$ cat src/rtl/mapper_ram_arbiter_if.sv
`default_nettype none
// ============================================================================
// Module      : mapper_ram_arbiter_if
// Description : CPU, loader and memory-controller signals of the mapper RAM
//               arbiter. The slave modport is the arbiter's view of the bundle.
// Revision    : 1.0 - initial release
// ============================================================================
interface mapper_ram_arbiter_if #(
  parameter int ADDR_W = 27,
  parameter int DATA_W = 8
);
  logic              cpu_req;
  logic [ADDR_W-1:0] cpu_addr;
  logic              cpu_rnw;
  logic [DATA_W-1:0] cpu_wdata;
  logic              cpu_ack;
  logic [DATA_W-1:0] cpu_rdata;

  logic              ldr_req;
  logic [ADDR_W-1:0] ldr_addr;
  logic              ldr_rnw;
  logic [DATA_W-1:0] ldr_wdata;
  logic              ldr_ack;
  logic [DATA_W-1:0] ldr_rdata;

  logic              mem_req;
  logic [ADDR_W-1:0] mem_addr;
  logic              mem_rnw;
  logic [DATA_W-1:0] mem_wdata;
  logic              mem_refresh;
  logic              mem_ack;
  logic [DATA_W-1:0] mem_rdata;

  modport slave (
    input  cpu_req, cpu_addr, cpu_rnw, cpu_wdata,
    output cpu_ack, cpu_rdata,
    input  ldr_req, ldr_addr, ldr_rnw, ldr_wdata,
    output ldr_ack, ldr_rdata,
    output mem_req, mem_addr, mem_rnw, mem_wdata, mem_refresh,
    input  mem_ack, mem_rdata
  );

  modport master (
    output cpu_req, cpu_addr, cpu_rnw, cpu_wdata,
    input  cpu_ack, cpu_rdata,
    output ldr_req, ldr_addr, ldr_rnw, ldr_wdata,
    input  ldr_ack, ldr_rdata,
    input  mem_req, mem_addr, mem_rnw, mem_wdata, mem_refresh,
    output mem_ack, mem_rdata
  );
endinterface
`default_nettype wire

$ cat src/rtl/mapper_ram_arbiter.sv
`default_nettype none
// ============================================================================
// Module      : mapper_ram_arbiter
// Description : Shares the mapper RAM port between the CPU (fixed priority)
//               and the loader, with a starvation guard for the loader.
//               Optional refresh slots: define MAPPER_RAM_ARBITER_REFRESH_EN.
// Revision    : 1.0 - initial release
// ============================================================================
module mapper_ram_arbiter #(
  parameter int ADDR_W         = 27,
  parameter int DATA_W         = 8,
  parameter int STARVE_MAX     = 4,
  parameter int REFRESH_PERIOD = 390
) (
  input  wire                 clk,
  input  wire                 reset_n,
  mapper_ram_arbiter_if.slave bus,
  output logic                busy
);

  localparam logic [1:0] S_IDLE = 2'd0;
  localparam logic [1:0] S_CPU  = 2'd1;
  localparam logic [1:0] S_LDR  = 2'd2;

  logic [1:0]        state_q, state_d;
  logic [3:0]        starve_cnt_q, starve_cnt_d;
  logic              mem_req_q, mem_req_d;
  logic [ADDR_W-1:0] mem_addr_q, mem_addr_d;
  logic              mem_rnw_q, mem_rnw_d;
  logic [DATA_W-1:0] mem_wdata_q, mem_wdata_d;
  logic              cpu_ack_q, cpu_ack_d;
  logic [DATA_W-1:0] cpu_rdata_q, cpu_rdata_d;
  logic              ldr_ack_q, ldr_ack_d;
  logic [DATA_W-1:0] ldr_rdata_q, ldr_rdata_d;

  logic idle, starve_full, ref_win, grant_cpu, grant_ldr;

  assign idle        = (state_q == S_IDLE);
  assign starve_full = (starve_cnt_q == 4'(STARVE_MAX));
  // CPU wins contention unless the loader has already been passed over STARVE_MAX times
  assign grant_cpu   = idle && !ref_win && bus.cpu_req && !(bus.ldr_req && starve_full);
  assign grant_ldr   = idle && !ref_win && bus.ldr_req && !grant_cpu;

`ifdef MAPPER_RAM_ARBITER_REFRESH_EN
  localparam logic [1:0] S_REF = 2'd3;
  localparam int         REF_W = (REFRESH_PERIOD > 2) ? $clog2(REFRESH_PERIOD) : 1;

  logic [REF_W-1:0] ref_cnt_q, ref_cnt_d;
  logic             ref_pending_q, ref_pending_d;
  logic             mem_refresh_q, mem_refresh_d;
  logic             ref_wrap, ref_done;

  assign ref_win  = ref_pending_q;
  assign ref_wrap = (ref_cnt_q == REF_W'(REFRESH_PERIOD - 1));
  assign ref_done = (state_q == S_REF) && bus.mem_ack;

  // A wrap while a refresh is already pending is simply absorbed
  always_comb begin
    ref_cnt_d     = ref_wrap ? '0 : ref_cnt_q + REF_W'(1);
    ref_pending_d = ref_pending_q;
    if (ref_done)      ref_pending_d = 1'b0;
    else if (ref_wrap) ref_pending_d = 1'b1;
    mem_refresh_d = mem_refresh_q;
    if (idle && ref_win) mem_refresh_d = 1'b1;
    if (ref_done)        mem_refresh_d = 1'b0;
  end

  always_ff @(posedge clk or negedge reset_n) begin
    if (!reset_n) begin
      ref_cnt_q     <= '0;
      ref_pending_q <= 1'b0;
      mem_refresh_q <= 1'b0;
    end else begin
      ref_cnt_q     <= ref_cnt_d;
      ref_pending_q <= ref_pending_d;
      mem_refresh_q <= mem_refresh_d;
    end
  end

  assign bus.mem_refresh = mem_refresh_q;
`else
  assign ref_win         = 1'b0;
  assign bus.mem_refresh = 1'b0;
`endif

  always_comb begin
    state_d = state_q;
    if (idle) begin
      if (grant_cpu) state_d = S_CPU;
      if (grant_ldr) state_d = S_LDR;
`ifdef MAPPER_RAM_ARBITER_REFRESH_EN
      if (ref_win)   state_d = S_REF;
`endif
    end else if (bus.mem_ack) begin
      state_d = S_IDLE;
    end
  end

  always_comb begin
    starve_cnt_d = starve_cnt_q;
    if (!bus.ldr_req || grant_ldr)      starve_cnt_d = 4'd0;
    else if (grant_cpu && !starve_full) starve_cnt_d = starve_cnt_q + 4'd1;

    mem_req_d   = mem_req_q;
    mem_addr_d  = mem_addr_q;
    mem_rnw_d   = mem_rnw_q;
    mem_wdata_d = mem_wdata_q;
    cpu_ack_d   = 1'b0;
    cpu_rdata_d = cpu_rdata_q;
    ldr_ack_d   = 1'b0;
    ldr_rdata_d = ldr_rdata_q;

    if (grant_cpu) begin
      mem_req_d   = 1'b1;
      mem_addr_d  = bus.cpu_addr;
      mem_rnw_d   = bus.cpu_rnw;
      mem_wdata_d = bus.cpu_wdata;
    end
    if (grant_ldr) begin
      mem_req_d   = 1'b1;
      mem_addr_d  = bus.ldr_addr;
      mem_rnw_d   = bus.ldr_rnw;
      mem_wdata_d = bus.ldr_wdata;
    end
    // Only the owner of the in-flight transaction sees the completion
    if (!idle && bus.mem_ack) begin
      mem_req_d = 1'b0;
      if (state_q == S_CPU) begin
        cpu_ack_d   = 1'b1;
        cpu_rdata_d = bus.mem_rdata;
      end
      if (state_q == S_LDR) begin
        ldr_ack_d   = 1'b1;
        ldr_rdata_d = bus.mem_rdata;
      end
    end
  end

  always_ff @(posedge clk or negedge reset_n) begin
    if (!reset_n) begin
      state_q      <= S_IDLE;
      starve_cnt_q <= 4'd0;
      mem_req_q    <= 1'b0;
      mem_addr_q   <= '0;
      mem_rnw_q    <= 1'b0;
      mem_wdata_q  <= '0;
      cpu_ack_q    <= 1'b0;
      cpu_rdata_q  <= '0;
      ldr_ack_q    <= 1'b0;
      ldr_rdata_q  <= '0;
    end else begin
      state_q      <= state_d;
      starve_cnt_q <= starve_cnt_d;
      mem_req_q    <= mem_req_d;
      mem_addr_q   <= mem_addr_d;
      mem_rnw_q    <= mem_rnw_d;
      mem_wdata_q  <= mem_wdata_d;
      cpu_ack_q    <= cpu_ack_d;
      cpu_rdata_q  <= cpu_rdata_d;
      ldr_ack_q    <= ldr_ack_d;
      ldr_rdata_q  <= ldr_rdata_d;
    end
  end

  assign bus.mem_req   = mem_req_q;
  assign bus.mem_addr  = mem_addr_q;
  assign bus.mem_rnw   = mem_rnw_q;
  assign bus.mem_wdata = mem_wdata_q;
  assign bus.cpu_ack   = cpu_ack_q;
  assign bus.cpu_rdata = cpu_rdata_q;
  assign bus.ldr_ack   = ldr_ack_q;
  assign bus.ldr_rdata = ldr_rdata_q;
  assign busy          = !idle;

endmodule
`default_nettype wire

$ cat src/flat_wrapper.sv
// flat-port wrapper written by rule: the top's interface ports become plain ports
module mapper_ram_arbiter_flat 
#(
  parameter int ADDR_W         = 27,
  parameter int DATA_W         = 8,
  parameter int STARVE_MAX     = 4,
  parameter int REFRESH_PERIOD = 390
)
  (clk, reset_n, busy, bus_cpu_req, bus_cpu_addr, bus_cpu_rnw, bus_cpu_wdata, bus_cpu_ack, bus_cpu_rdata, bus_ldr_req, bus_ldr_addr, bus_ldr_rnw, bus_ldr_wdata, bus_ldr_ack, bus_ldr_rdata, bus_mem_req, bus_mem_addr, bus_mem_rnw, bus_mem_wdata, bus_mem_refresh, bus_mem_ack, bus_mem_rdata);
  mapper_ram_arbiter_if #(.ADDR_W(ADDR_W), .DATA_W(DATA_W)) bus_i ();
  input  wire clk;
  input  wire reset_n;
  output logic busy;
  input wire logic [$bits(bus_i.cpu_req)-1:0] bus_cpu_req;
  input wire logic [$bits(bus_i.cpu_addr)-1:0] bus_cpu_addr;
  input wire logic [$bits(bus_i.cpu_rnw)-1:0] bus_cpu_rnw;
  input wire logic [$bits(bus_i.cpu_wdata)-1:0] bus_cpu_wdata;
  output wire logic [$bits(bus_i.cpu_ack)-1:0] bus_cpu_ack;
  output wire logic [$bits(bus_i.cpu_rdata)-1:0] bus_cpu_rdata;
  input wire logic [$bits(bus_i.ldr_req)-1:0] bus_ldr_req;
  input wire logic [$bits(bus_i.ldr_addr)-1:0] bus_ldr_addr;
  input wire logic [$bits(bus_i.ldr_rnw)-1:0] bus_ldr_rnw;
  input wire logic [$bits(bus_i.ldr_wdata)-1:0] bus_ldr_wdata;
  output wire logic [$bits(bus_i.ldr_ack)-1:0] bus_ldr_ack;
  output wire logic [$bits(bus_i.ldr_rdata)-1:0] bus_ldr_rdata;
  output wire logic [$bits(bus_i.mem_req)-1:0] bus_mem_req;
  output wire logic [$bits(bus_i.mem_addr)-1:0] bus_mem_addr;
  output wire logic [$bits(bus_i.mem_rnw)-1:0] bus_mem_rnw;
  output wire logic [$bits(bus_i.mem_wdata)-1:0] bus_mem_wdata;
  output wire logic [$bits(bus_i.mem_refresh)-1:0] bus_mem_refresh;
  input wire logic [$bits(bus_i.mem_ack)-1:0] bus_mem_ack;
  input wire logic [$bits(bus_i.mem_rdata)-1:0] bus_mem_rdata;
  assign bus_i.cpu_req = bus_cpu_req;
  assign bus_i.cpu_addr = bus_cpu_addr;
  assign bus_i.cpu_rnw = bus_cpu_rnw;
  assign bus_i.cpu_wdata = bus_cpu_wdata;
  assign bus_cpu_ack = bus_i.cpu_ack;
  assign bus_cpu_rdata = bus_i.cpu_rdata;
  assign bus_i.ldr_req = bus_ldr_req;
  assign bus_i.ldr_addr = bus_ldr_addr;
  assign bus_i.ldr_rnw = bus_ldr_rnw;
  assign bus_i.ldr_wdata = bus_ldr_wdata;
  assign bus_ldr_ack = bus_i.ldr_ack;
  assign bus_ldr_rdata = bus_i.ldr_rdata;
  assign bus_mem_req = bus_i.mem_req;
  assign bus_mem_addr = bus_i.mem_addr;
  assign bus_mem_rnw = bus_i.mem_rnw;
  assign bus_mem_wdata = bus_i.mem_wdata;
  assign bus_mem_refresh = bus_i.mem_refresh;
  assign bus_i.mem_ack = bus_mem_ack;
  assign bus_i.mem_rdata = bus_mem_rdata;
  mapper_ram_arbiter #(.ADDR_W(ADDR_W), .DATA_W(DATA_W), .STARVE_MAX(STARVE_MAX), .REFRESH_PERIOD(REFRESH_PERIOD)) u_core (.clk(clk), .reset_n(reset_n), .bus(bus_i), .busy(busy));
endmodule
$ cat config.mk
export PLATFORM = sky130hd
export DESIGN_NAME = mapper_ram_arbiter_flat
export DESIGN_NICKNAME = d
export VERILOG_FILES = /design/src/rtl/mapper_ram_arbiter_if.sv /design/src/rtl/mapper_ram_arbiter.sv /design/src/flat_wrapper.sv
export SDC_FILE = /design/constraint.sdc
export NUM_CORES = 1
export LEC_CHECK = 0
export CAP_MARGIN = 30
export CORE_MARGIN = 1.5
export CORE_UTILIZATION = 43
export DETAILED_ROUTE_END_ITERATION = 8
export MAX_ROUTING_LAYER = met4
export PLACE_DENSITY_LB_ADDON = 0.2
export SYNTH_ARGS = -nofsm -noshare
export SYNTH_HDL_FRONTEND = slang
export SYNTH_SLANG_ARGS = --single-unit
$ cat constraint.sdc
create_clock -name clk -period 3.8 [get_ports clk]
set_input_delay 0.76 -clock clk [delete_from_list [all_inputs] [get_ports clk]]
set_output_delay 0.76 -clock clk [all_outputs]
set_load 0.01 [all_outputs]
==> impl_metrics.env <==
export IMPL_p_leak_uw=0.00178
export IMPL_cts_buffers=9
export IMPL_slew_headroom=0.422
export IMPL_fp_row_count=28
export IMPL_final_cell_mix="clkdlybuf4s50_1, dfrtp_1, o21bai_1, o221a_1, mux2_2"
export IMPL_finalCriticalPeriod_ns=2.79
export IMPL_grt_first_pass_wirelength_mm=11.7
export IMPL_ys_types=30
export IMPL_die_h_um=82.5
export IMPL_critPathKind="reg2out"
export IMPL_start_util=0.451
export IMPL_drtPass1Iterations=4
export IMPL_cts_tree="done"
export IMPL_wl_per_cell_um=18.3
export IMPL_final_common_cell="clkdlybuf4s50_1"
export IMPL_cts_htree_levels=3
export IMPL_grt_max_degree=44
export IMPL_drc=0
export IMPL_holdPathStages=1
export IMPL_die_w_um=82.5
export IMPL_hp_start="u_core.bus.ldr_rdata[3]"
export IMPL_cts_path_max_buffers=2
export IMPL_cap_violations=0
export IMPL_critPathCaptureType="output port"
export IMPL_cts_sinks=61
export IMPL_worstSkewPairLatency_ns=0.34
export IMPL_slew_viol_final=0
export IMPL_ioPinCount=142
export IMPL_hpwl_mm=5.33
export IMPL_antennaDiodeCount=0
export IMPL_hold_viol=0
export IMPL_ir_worst_vdd_mv=0.411
export IMPL_area_growth_syn_to_layout_pct=60.4
export IMPL_drtAntennaViolNets=0
export IMPL_rsz0062_at_grt="false"
export IMPL_antenna_found_initial=0
export IMPL_grt_pass1_vias=2384
export IMPL_synthCells=203
export IMPL_syn_avg_cell_area_um2=13.4
export IMPL_r2r_cells=5
export IMPL_startpoint_type="flip-flop"
export IMPL_whs_endpoint="u_core.bus.ldr_rdata[3]"
export IMPL_timing_rr_start="u_core.state_q[0]"
export IMPL_netlist_top_cells_area="dfrtp_1, o221a_1, o21bai_1, mux2_2, buf_6"
export IMPL_yosysSeqAreaShare=0.562
export IMPL_cts_setup_buffers=0
export IMPL_grt_overflow=0
export IMPL_syn_area_mm2=0.00272
export IMPL_crit_required_ns=3.04
export IMPL_setup_viol=0
export IMPL_wl_mm=7.73
export IMPL_finalSetupTns_ns=0
export IMPL_nets=430
export IMPL_routabilityCongestion=0.800
export IMPL_ys_ff_latch=61
export IMPL_worstMarginPinSlew_ns=0.867
export IMPL_cts_resized=0
export IMPL_fmax_ghz=0.359
export IMPL_synth_nets=290
export IMPL_r2r_setup_slack_ns=1.79
export IMPL_yosys_warnings=0
export IMPL_fin_skew_ns=0.00802
export IMPL_yosysTopAreaCellShare=0.562
export IMPL_num_vias=2331
export IMPL_finalCritPeriodShare=0.733
export IMPL_first_iter_violations=83
export IMPL_cts_hold_buffers=0
export IMPL_yosysTopAreaCell="dfrtp_1"
export IMPL_dieArea_mm2=0.00680
export IMPL_status="completed"
export IMPL_synth_top_flop_cell="dfrtp_1"
export IMPL_async_reset_ff_frac=1.00
export IMPL_synth_edf_count=0
export IMPL_gr_usage_all_layers=0.241
export IMPL_cts_reportedPaths_clkPinSlew_ns=0.07
export IMPL_drt_vias_per_instance=5.51
export IMPL_drive_above_1_share=0.126
export IMPL_final_cells=423
export IMPL_path_max_fanout=43
export IMPL_core_area_mm2=0.00603
export IMPL_powerDensity_mw_per_mm2=658
export IMPL_io_buffers=140
export IMPL_cts_root_buf="clkbuf_8"
export IMPL_hold_class="reg2reg"
export IMPL_critical_path_arrival_ns=2.03
export IMPL_regToRegEndpoint="u_core.bus.mem_rnw"
export IMPL_place_inst=407
## critical path: stages (launching register included)
cell,delay [ns]
dfrtp_1,0.41
nor2_2,0.09
inv_2,0.52
clkdlybuf4s50_1,0.67
## metrics by stage
stage	cell area, um^2	power, uW	setup WS (ns)	hold WS [ns]	utilization
2_1_floorplan	2720	1580	2.05	0.464	-
3_3_place_gp	4140	2240	1.26	0.487	0.688
3_5_place_dp	4140	2260	1.23	0.493	0.688
4_1_cts	4350	2880	0.994	0.510	0.723
5_1_grt	4350	3020	0.900	0.521	0.723
6_report	4350	2860	1.01	0.510	0.723
## state kept, by name (all words and copies together), names as in the netlist
name,cells
u_core.bus.mem_req,1
u_core.bus.mem_rnw,1
u_core.bus.mem_wdata,8
u_core.bus.mem_addr,27
u_core.bus.cpu_ack,1
u_core.state_q,2
u_core.bus.ldr_rdata,8
u_core.starve_cnt_q,4
u_core.bus.cpu_rdata,8
u_core.bus.ldr_ack,1
## kinds of logic (layout without fill, tap and decap cells)
logic type      after synthesis  after routing  share of synthesized area
simple gates                 16             16                     0.0359
mux                          16             16                     0.0664
xor+xnor                      1              1                    0.00323
buf+inv                      24            169                     0.0470
flops                        61             61                      0.562
other cells                   1              1                    0.00138
fa+ha+maj                     2              2                    0.00922
compound gates               82             82                      0.275
## final cells by class
| cell class | instances | area (um^2) |
|---|---|---|
| clock buffers | 11 | 151 |
| flip-flops and latches | 61 | 1530 |
| well taps | 75 | 93.8 |
| inverters | 9 | 33.8 |
| fillers | 426 | 1670 |
| clock inverters | 5 | 58.8 |
| multi-input cells | 118 | 1060 |
| repair buffers | 144 | 1430 |
## cell usage after synthesis, types with 2 or more instances
cell and instances:
buf_2 3, a32oi_1 2, o21bai_1 35, inv_1 7
buf_6 4, o221a_1 35, ha_1 2, o21ai_1 3
nor2_1 4, inv_2 2, nand3_1 4, clkbuf_1 7
mux2_2 16, dfrtp_1 61, nand2_1 3
## layer usage
metal,GRT usage,part of all wire,vias up
li1,-,-,1065
met1,0.287,0.41,1138
met2,0.374,0.48,113
met3,0.0835,0.097,15
met4,0.0983,0.018,0
met5,-,0,-
## worst max-delay path by stage
stage / cells after the start / from / end
global placement: 5 / bus_ldr_req / u_core.bus.mem_addr[18]
global route: 3 / u_core.state_q[0] / busy
finish: 3 / u_core.state_q[0] / busy
CTS: 3 / u_core.state_q[0] / busy
detailed placement: 5 / bus_ldr_req / u_core.bus.mem_addr[26]
floorplan: 4 / bus_ldr_req / u_core.bus.mem_req
## power breakdown
part           switching, uW  leakage, uW  internal, uW
Sequential               137     0.000704           897
Clock                    268     0.000102           338
Combinational            463     0.000974           761
Note: power is estimated with default switching activity, not from simulation.
